--- config.mk ---
export PLATFORM = sky130hd
export DESIGN_NAME = cc_capture_fifo_flat
export DESIGN_NICKNAME = d
export VERILOG_FILES = /design/src/rtl/cc_pkg.sv /design/src/rtl/cc_capture_fifo_if.sv /design/src/rtl/cc_edge_detect.sv /design/src/rtl/cc_capture_fifo.sv /design/src/flat_wrapper.sv
export SDC_FILE = /design/constraint.sdc
export NUM_CORES = 1
export LEC_CHECK = 0
export CORE_MARGIN = 2
export CORE_UTILIZATION = 51
export CTS_BUF_LIST = sky130_fd_sc_hd__clkbuf_4 sky130_fd_sc_hd__clkbuf_8 sky130_fd_sc_hd__clkbuf_16
export DETAILED_ROUTE_END_ITERATION = 7
export GPL_TIMING_DRIVEN = 0
export PLACE_DENSITY_LB_ADDON = 0.2
export SLEW_MARGIN = 0
export SYNTH_ARGS = -nofsm -noshare
export SYNTH_HDL_FRONTEND = slang
export SYNTH_SLANG_ARGS = --single-unit
--- constraint.sdc ---
create_clock -name clk -period 3.25 [get_ports clk]
set_clock_uncertainty 0.15 [all_clocks]
set_input_delay 0.325 -clock clk [delete_from_list [all_inputs] [get_ports clk]]
set_output_delay 0.325 -clock clk [all_outputs]
set_load 0.02 [all_outputs]
--- src/rtl/cc_pkg.sv ---
// Shared constants, word type and pointer-width helper for the capture stage.
package cc_pkg;

    // Six gated decode lanes, LSB = first lane.
    localparam int CC_WORD_W     = 6;
    localparam int CC_FIFO_DEPTH = 4;

    typedef logic [CC_WORD_W-1:0] cc_word_t;

    // Pointer width for a power-of-two FIFO depth; never narrower than 1 bit.
    function automatic int cc_ptr_w(input int depth);
        return (depth > 1) ? $clog2(depth) : 1;
    endfunction

endpackage : cc_pkg

--- src/rtl/cc_capture_fifo_if.sv ---
// Producer/consumer bundle of the capture FIFO. The slave side is the FIFO.
interface cc_capture_fifo_if
    import cc_pkg::*;
#(
    parameter int WIDTH = CC_WORD_W,
    parameter int DEPTH = CC_FIFO_DEPTH
);

    // Capture side, driven by the decode stage.
    logic                     strobe;
    logic                     en;
    logic [WIDTH-1:0]         din;
    logic                     clr;

    // Consumer side.
    logic                     out_ready;
    logic                     out_valid;
    logic [WIDTH-1:0]         out_data;

    // Status.
    logic [cc_ptr_w(DEPTH):0] count;
    logic                     full;
    logic                     empty;
    logic                     overflow;

    modport master (
        output strobe, en, din, clr, out_ready,
        input  out_valid, out_data, count, full, empty, overflow
    );

    modport slave (
        input  strobe, en, din, clr, out_ready,
        output out_valid, out_data, count, full, empty, overflow
    );

endinterface : cc_capture_fifo_if

--- src/rtl/cc_edge_detect.sv ---
// Rising-edge detector on the capture strobe, qualified by the decode enable.
// The strobe history register tracks the strobe regardless of enable, so an
// enable that rises while the strobe is already high does not create a capture.
module cc_edge_detect (
    input  logic clk,
    input  logic rst,
    input  logic strobe,
    input  logic en,
    output logic cap
);

    logic strobe_q;

    // Remember last cycle's strobe level; reset to 0 so a strobe already high
    // right after reset counts as an edge.
    // NOTE: sequential state uses <= so every flop samples pre-edge values;
    // a blocking = here would let later readers in the same edge see the new value.
    always_ff @(posedge clk or posedge rst) begin
        if (rst) begin
            strobe_q <= 1'b0;
        end else begin
            strobe_q <= strobe;
        end
    end

    assign cap = strobe & ~strobe_q & en;

endmodule : cc_edge_detect

--- src/rtl/cc_capture_fifo.sv ---
// Capture FIFO: buffers gated decode words on qualified strobe edges and
// presents them first-word-fall-through on a valid/ready handshake.
// Occupancy is kept in its own counter so full and empty never alias.
// All outputs are decoded from registers only.
module cc_capture_fifo
    import cc_pkg::*;
#(
    parameter int WIDTH = CC_WORD_W,
    parameter int DEPTH = CC_FIFO_DEPTH
) (
    input  logic                clk,
    input  logic                rst,
    cc_capture_fifo_if.slave    bus
);

    localparam int PTR_W = cc_ptr_w(DEPTH);
    localparam int CNT_W = PTR_W + 1;

    logic [WIDTH-1:0] mem [DEPTH];
    logic [PTR_W-1:0] wr_ptr;
    logic [PTR_W-1:0] rd_ptr;
    logic [CNT_W-1:0] count_q;
    logic             overflow_q;

    logic             cap;
    logic             full;
    logic             empty;
    logic             push;
    logic             pop;
    logic             drop;

    cc_edge_detect u_edge (
        .clk    (clk),
        .rst    (rst),
        .strobe (bus.strobe),
        .en     (bus.en),
        .cap    (cap)
    );

    assign full  = (count_q == CNT_W'(DEPTH));
    assign empty = (count_q == '0);

    // Handshake decode. A pop frees the slot the push needs, so push and pop
    // together are legal when full; a pop into an empty FIFO cannot happen
    // because out_valid is low.
    // NOTE: every always_comb output gets a default first, so no path leaves
    // a signal unassigned and no latch is inferred.
    always_comb begin
        pop  = 1'b0;
        push = 1'b0;
        drop = 1'b0;
        pop  = ~empty & bus.out_ready;
        push = cap & (~full | pop);
        drop = cap & full & ~pop;
    end

    // Storage write. Entries carry no reset: out_data is masked while empty,
    // so stale contents are never observable.
    // NOTE: the data array is deliberately left out of the reset so it maps to
    // plain RAM/flops without a reset tree.
    always_ff @(posedge clk) begin
        if (push) begin
            mem[wr_ptr] <= bus.din;
        end
    end

    // Pointers wrap modulo DEPTH through natural overflow of PTR_W bits.
    always_ff @(posedge clk or posedge rst) begin
        if (rst) begin
            wr_ptr <= '0;
            rd_ptr <= '0;
        end else begin
            if (push) begin
                wr_ptr <= wr_ptr + PTR_W'(1);
            end
            if (pop) begin
                rd_ptr <= rd_ptr + PTR_W'(1);
            end
        end
    end

    // Occupancy: simultaneous push and pop leaves it unchanged.
    always_ff @(posedge clk or posedge rst) begin
        if (rst) begin
            count_q <= '0;
        end else begin
            unique case ({push, pop})
                2'b10:   count_q <= count_q + CNT_W'(1);
                2'b01:   count_q <= count_q - CNT_W'(1);
                default: count_q <= count_q;
            endcase
        end
    end

    // Sticky overflow; a drop in the same cycle as clr wins.
    always_ff @(posedge clk or posedge rst) begin
        if (rst) begin
            overflow_q <= 1'b0;
        end else if (drop) begin
            overflow_q <= 1'b1;
        end else if (bus.clr) begin
            overflow_q <= 1'b0;
        end
    end

    assign bus.out_valid = ~empty;
    assign bus.out_data  = empty ? '0 : mem[rd_ptr];
    assign bus.count     = count_q;
    assign bus.full      = full;
    assign bus.empty     = empty;
    assign bus.overflow  = overflow_q;

endmodule : cc_capture_fifo

--- src/flat_wrapper.sv ---
// flat-port wrapper written by rule: the top's interface ports become plain ports
module cc_capture_fifo_flat import cc_pkg::*;
#(
    parameter int WIDTH = CC_WORD_W,
    parameter int DEPTH = CC_FIFO_DEPTH
)
  (clk, rst, bus_strobe, bus_en, bus_din, bus_clr, bus_out_ready, bus_out_valid, bus_out_data, bus_count, bus_full, bus_empty, bus_overflow);
  cc_capture_fifo_if #(.WIDTH(WIDTH), .DEPTH(DEPTH)) bus_i ();
  input  logic clk;
  input  logic rst;
  input wire logic [$bits(bus_i.strobe)-1:0] bus_strobe;
  input wire logic [$bits(bus_i.en)-1:0] bus_en;
  input wire logic [$bits(bus_i.din)-1:0] bus_din;
  input wire logic [$bits(bus_i.clr)-1:0] bus_clr;
  input wire logic [$bits(bus_i.out_ready)-1:0] bus_out_ready;
  output wire logic [$bits(bus_i.out_valid)-1:0] bus_out_valid;
  output wire logic [$bits(bus_i.out_data)-1:0] bus_out_data;
  output wire logic [$bits(bus_i.count)-1:0] bus_count;
  output wire logic [$bits(bus_i.full)-1:0] bus_full;
  output wire logic [$bits(bus_i.empty)-1:0] bus_empty;
  output wire logic [$bits(bus_i.overflow)-1:0] bus_overflow;
  assign bus_i.strobe = bus_strobe;
  assign bus_i.en = bus_en;
  assign bus_i.din = bus_din;
  assign bus_i.clr = bus_clr;
  assign bus_i.out_ready = bus_out_ready;
  assign bus_out_valid = bus_i.out_valid;
  assign bus_out_data = bus_i.out_data;
  assign bus_count = bus_i.count;
  assign bus_full = bus_i.full;
  assign bus_empty = bus_i.empty;
  assign bus_overflow = bus_i.overflow;
  cc_capture_fifo #(.WIDTH(WIDTH), .DEPTH(DEPTH)) u_core (.clk(clk), .rst(rst), .bus(bus_i));
endmodule
-- After elaboration in Yosys (flattened, before gate mapping)
Memory sizes are Yosys's and may differ from the RTL's.
Index checks and enable logic that the tools add are counted.
- add/subtract/negate cells: 4
- $mul: 0
- div/mod/pow operators: 0
- $lt $le $gt $ge: 0
- equality and inequality tests: 3
- shift-type cells: 0
- muxes and demuxes: 6
- bitwise gates (word level): 11
- reductions and logical operators: 3
- operators by type and width (operator ; count):
    $and A1 B1 Y1 ; 6
    $mux W6 ; 1
    $pmux W3 S2 ; 1
    $add A2 B1 Y2 const B ; 2
    $mux W1 ; 4
    $not A1 Y1 ; 4
    $reduce_bool A2 Y1 ; 2
    $add A3 B1 Y3 const B ; 1
    $eq A3 B3 Y1 const B ; 1
    $logic_not A3 Y1 ; 1
    $sub A3 B1 Y3 const B ; 1
    $eq A2 B1 Y1 const B ; 1
    $eq A2 B2 Y1 const B ; 1
    $or A1 B1 Y1 ; 1
- bits in registers: 9
- latch bits: 0
- bits in writable memories: 24
- ROM bits: 0
- output and inout port bits: 13
- word-level logic and storage cells: 33
- memories: 1
- memory list (name ; depth ; bits a word ; rd ports ; clocked after Yosys merged registers in ; wr ports ; RTL line ; RTL):
    u_core.mem ; 4 ; 6 ; 1 ; 0 ; 1 ; cc_capture_fifo.sv:19 ; logic [WIDTH-1:0] mem [DEPTH];

-- Depth between registers and ports, before layout
- depth after elaboration: 7
- depth in mapped cells: 9
- mapped depth without buffers: 9

-- Modules after synthesis
A second synthesis with hierarchy kept.
- cells, all modules: 97
- area, all modules: 1508.9 um^2
- by module, submodules not included (module ; times used ; cells each ; area an instance (um^2) ; seq. area each (um^2)):
    cc_capture_fifo ; 1 ; 94 ; 1471.4 ; 920.9
    cc_edge_detect ; 1 ; 3 ; 37.5 ; 25.0

-- Least setup slack after synthesis
No wires, ideal clock.
- path type: register to register
- start: register u_core.count_q[0] (netlist: u_core.bus.count[0])
- end: register u_core.count_q[2] (netlist: u_core.bus.count[2])
- library setup time: 0.080 ns
- data arrival time: 2.212 ns
- required time: 3.020 ns
- slack: 0.808 ns
- cell stages (with the launch flop): 10
- clock period less this slack: 2.442 ns
- cell sequence: dfrtp_1 > or4b_1 > nor3b_4 > inv_1 > ha_1 > inv_1 > fa_1 > xor2_1 > nor2_1 > xor2_1
- longest elaborated chain between the ends: 7
- elaborated cells on any way between the ends: 13
- RTL lines (item ; RTL line ; RTL):
    start, declared ; cc_capture_fifo.sv:22 ; logic [CNT_W-1:0] count_q;
    start signal, assigned ; cc_capture_fifo.sv:88 ; 2'b10: count_q <= count_q + CNT_W'(1);
    start signal, assigned ; cc_capture_fifo.sv:89 ; 2'b01: count_q <= count_q - CNT_W'(1);
    start signal, assigned ; cc_capture_fifo.sv:90 ; default: count_q <= count_q;
    $logic_not A3 Y1 ; cc_capture_fifo.sv:41 ; assign empty = (count_q == '0);
    $not A1 Y1 ; cc_capture_fifo.sv:52 ; pop = ~empty & bus.out_ready;
    $and A1 B1 Y1 ; cc_capture_fifo.sv:52 ;
    $or A1 B1 Y1 ; cc_capture_fifo.sv:53 ; push = cap & (~full | pop);
    $and A1 B1 Y1 ; cc_capture_fifo.sv:53 ;
    $eq A2 B1 Y1 / $eq A2 B2 Y1 (equally long branches) ; cc_capture_fifo.sv:87 ; unique case ({push, pop})
    $pmux W3 S2 / $reduce_bool A2 Y1 (equally long branches) ; -- ;
Parallel ways exist; a longest one is shown, timed or not.
A chain may end at the register's enable or synchronous reset.

-- Final worst setup path
- start: register u_core.rd_ptr[0]
- end: output port bus_out_data[5]
- longest elaborated chain between the ends: 2
- RTL lines (item ; RTL line ; RTL):
    start, declared ; cc_capture_fifo.sv:21 ; logic [PTR_W-1:0] rd_ptr;
    start signal, assigned ; cc_capture_fifo.sv:77 ; rd_ptr <= rd_ptr + PTR_W'(1);
    $mem_v2 Z4 W6 ; -- ;
    $mux W6 ; cc_capture_fifo.sv:107 ; assign bus.out_data = empty ? '0 : mem[rd_ptr];
    end, declared ; flat_wrapper.sv:17 ; output wire logic [$bits(bus_i.out_data)-1:0] bus_out_data;
Every way passes these cells.

==> metrics.cfg <==
[worst_setup_path]
ff2ff_path_depth = 9
end_kind = output pin
reg2reg_slack_ps = 770
critPathMaxFanout = 8
reg2reg_to = u_core.bus.count[2]
crit_type = reg2out
start_kind = flop
arrival_ps = 2130
required_ps = 2770
reg2reg_from = u_core.bus.count[0]

[placement]
dp.cells = 140
io_buffers = 24
dp_hpwl_mm = 1.593
place.gp.congestion = 0.7804
postPlaceCellArea_um2 = 1704

[cts]
cts_buffer_depth = 2
clk_latency_ps = 320
cts_tree = done
cts.sinks = 33
cts-buffers-inserted = 5
clk_pin_slew_ps = 100
clockRootBuffer = clkbuf_4
post_cts_resized = 0
post_cts_buffers = 0
postCtsHoldBufs = 0
htree_num_levels = 2

[logic_synthesis]
syn_area_um2 = 1425
syn_nets = 103
syn-instance-count = 85
yosysWarningCount = 0
synth.top_cells.by_area = edfxtp_1, dfrtp_1, mux4_2, ha_1, and2_1
yosysMostFrequentCell = edfxtp_1
ys_async_sr_fraction_pct = 27.27
synth_common_cells = edfxtp_1, dfrtp_1, inv_1
yosysUniqueCellTypes = 22
synth_ff_type = edfxtp_1
synth_top_cell_area_share_pct = 50.57
seq_area_frac_synth_pct = 66.37
synth-edff-count = 24
yosysTopAreaCell = edfxtp_1
postSynthAreaPerCell_um2 = 16.77
ys_ff_latch = 33

[global_routing]
gr-usage-all-layers_pct = 16.58
grt_max_degree = 11
grt_pass1_vias = 805
antenna_found_initial = 0
grt_pass1_wl_mm = 3.781
gr-total-overflow = 0

[power_and_ir_drop]
p_int_w = 0.001028
p_total_w = 0.001517
sequentialPowerShare_pct = 37.2
cellLeakagePower_nw = 0.6740
pwr-share-clk_pct = 19.7
p_comb_share_pct = 43.1
powerDensity_nw_per_um2 = 850.8
p_sw_w = 0.0004894
sw_frac_of_total_pct = 32.26
peakVddDrop_v = 0.0006353

[hold_path]
holdCritPathClass = in2async

[floorplanning]
fp.dieH_um = 56.86
rows = 19
io_pins = 25
initial_core_util_pct = 52.59
die_x_um = 56.86
design.core.area_um2 = 2710
die-area_um2 = 3233

[finish]
final_util_pct = 65.79
instances_no_fill = 148
nFillCells = 202
drive_gt1_share_pct = 18.80
insertedDiodeCount = 0
syn2layout_area_growth_pct = 25.11
fin_nets = 134
finalInstanceArea_um2 = 1783

[timing]
slew_violations = 0
finalSetupTns_ps = 0
rsz0062_at_grt = no
final_hold_viol_count = 0
period_share_pct = 80.26
final.min_clock_period_ps = 2608
worst_pin_slew_ps = 445.7
setup_viol = 0
slew_headroom_pct = 70.29
maxClockFrequency_ghz = 0.3834

[routing]
routed_wl_mm = 2.240
dr.pass1.iters = 3
drc = 0
wire_per_inst_um = 15.14
via_per_inst = 5.216
drt_iter0_drc = 18
final_antenna_net_count = 0
vias = 772

[outcome]
run_status = finished, final reports clean

[flow_run]
max-cap-violations = 0

-- logic make-up after synthesis --
| family | synth area share [%] |
|---|---|
| xor gates and xnor gates | 3.688 |
| DFF | 66.37 |
| muxes | 10.54 |
| AOI/OAI and AO/OA | 0.9655 |
| buffers and inverters | 3.336 |
| adders and majority gates | 5.795 |
| and+or+nand+nor | 9.307 |
-- per-layer routing --
metal / global-route usage (%) / vias to the layer above / share of wire, %
met2: 26.41 / 14 / 51
met3: 6.452 / 4 / 4.2
li1: - / 366 / -
met4: 6.977 / 0 / 1.8
met1: 20.19 / 388 / 43
met5: 0 / - / 0
-- per-stage QoR --
step	hold WS (ps)	setup WS (ps)
final	105.3	641.5
after global routing	139.9	535.2
after CTS	110.6	593.6
after detailed placement	367.9	452.3
after global placement	363.8	464.7
after floorplan	2.918	808.2
-- power by group through the flow --
stage / clock, W / combinational, W / sequential (W)
6_report: 0.000299 / 0.000654 / 0.000564
5_1_grt: 0.000323 / 0.000712 / 0.000574
4_1_cts: 0.000307 / 0.000670 / 0.000564
3_5_place_dp: 0 / 0.000669 / 0.000573
3_3_place_gp: 0 / 0.000650 / 0.000566
2_1_floorplan: 0 / 0.000398 / 0.000585
-- state kept, by name (all words and copies together) (netlist names) --
register / flops
u_core.u_edge.strobe_q: 1
u_core.mem: 24
u_core.rd_ptr: 2
u_core.wr_ptr: 2
u_core.bus.overflow: 1
u_core.bus.count: 3
-- placed cells by master, fill, tap and decap left out --
| master | instances |
|---|---|
| bufinv_16 | 1 |
| o32ai_1 | 1 |
| clkbuf_4 | 6 |
| clkdlybuf4s50_1 | 24 |
| xnor2_1 | 3 |
| ha_1 | 5 |
| nand2_1 | 2 |
| clkbuf_1 | 1 |
| mux4_2 | 6 |
| o21ai_0 | 1 |
| nand3_1 | 1 |
| xor2_1 | 3 |
| dfrtp_1 | 9 |
| and2_2 | 4 |
| fa_1 | 1 |
| buf_2 | 2 |
| clkinv_1 | 1 |
| nor2_1 | 1 |
| mux2_4 | 1 |
| or4b_1 | 1 |
| edfxtp_1 | 24 |
| nor3b_4 | 1 |
| and3_1 | 1 |
| and2_1 | 7 |
| or3_2 | 1 |
| inv_1 | 9 |
-- layout make-up --
type                    count  area, µm²  share of cell area (%)
plain buffers               3      13.76                  0.7719
clock buffers               6      45.04                   2.526
clock inverters             2      33.78                   1.895
inverters                   9      33.78                   1.895
multi-input cells          40      431.7                   24.21
flip-flops and latches     33      945.9                   53.05
well taps                  31      38.79                   2.175
repair buffers             24      240.2                   13.47
-- worst max path at each step --
stage                         from                   to  cells past startpoint
3_5_place_dp         bus_out_ready  u_core.bus.count[2]                     10
2_1_floorplan  u_core.bus.count[0]  u_core.bus.count[2]                      9
6_report          u_core.rd_ptr[0]      bus_out_data[5]                      4
3_3_place_gp         bus_out_ready  u_core.bus.count[2]                     10
5_1_grt           u_core.rd_ptr[0]      bus_out_data[4]                      4
4_1_cts           u_core.rd_ptr[0]      bus_out_data[5]                      4
-- worst max-delay path, stage by stage, from the launching register on --
cell and delay (ps):
dfrtp_1 320, buf_2 260, mux4_2 520, and2_1 170
clkdlybuf4s50_1 530
(Power assumes the default switching activity.)
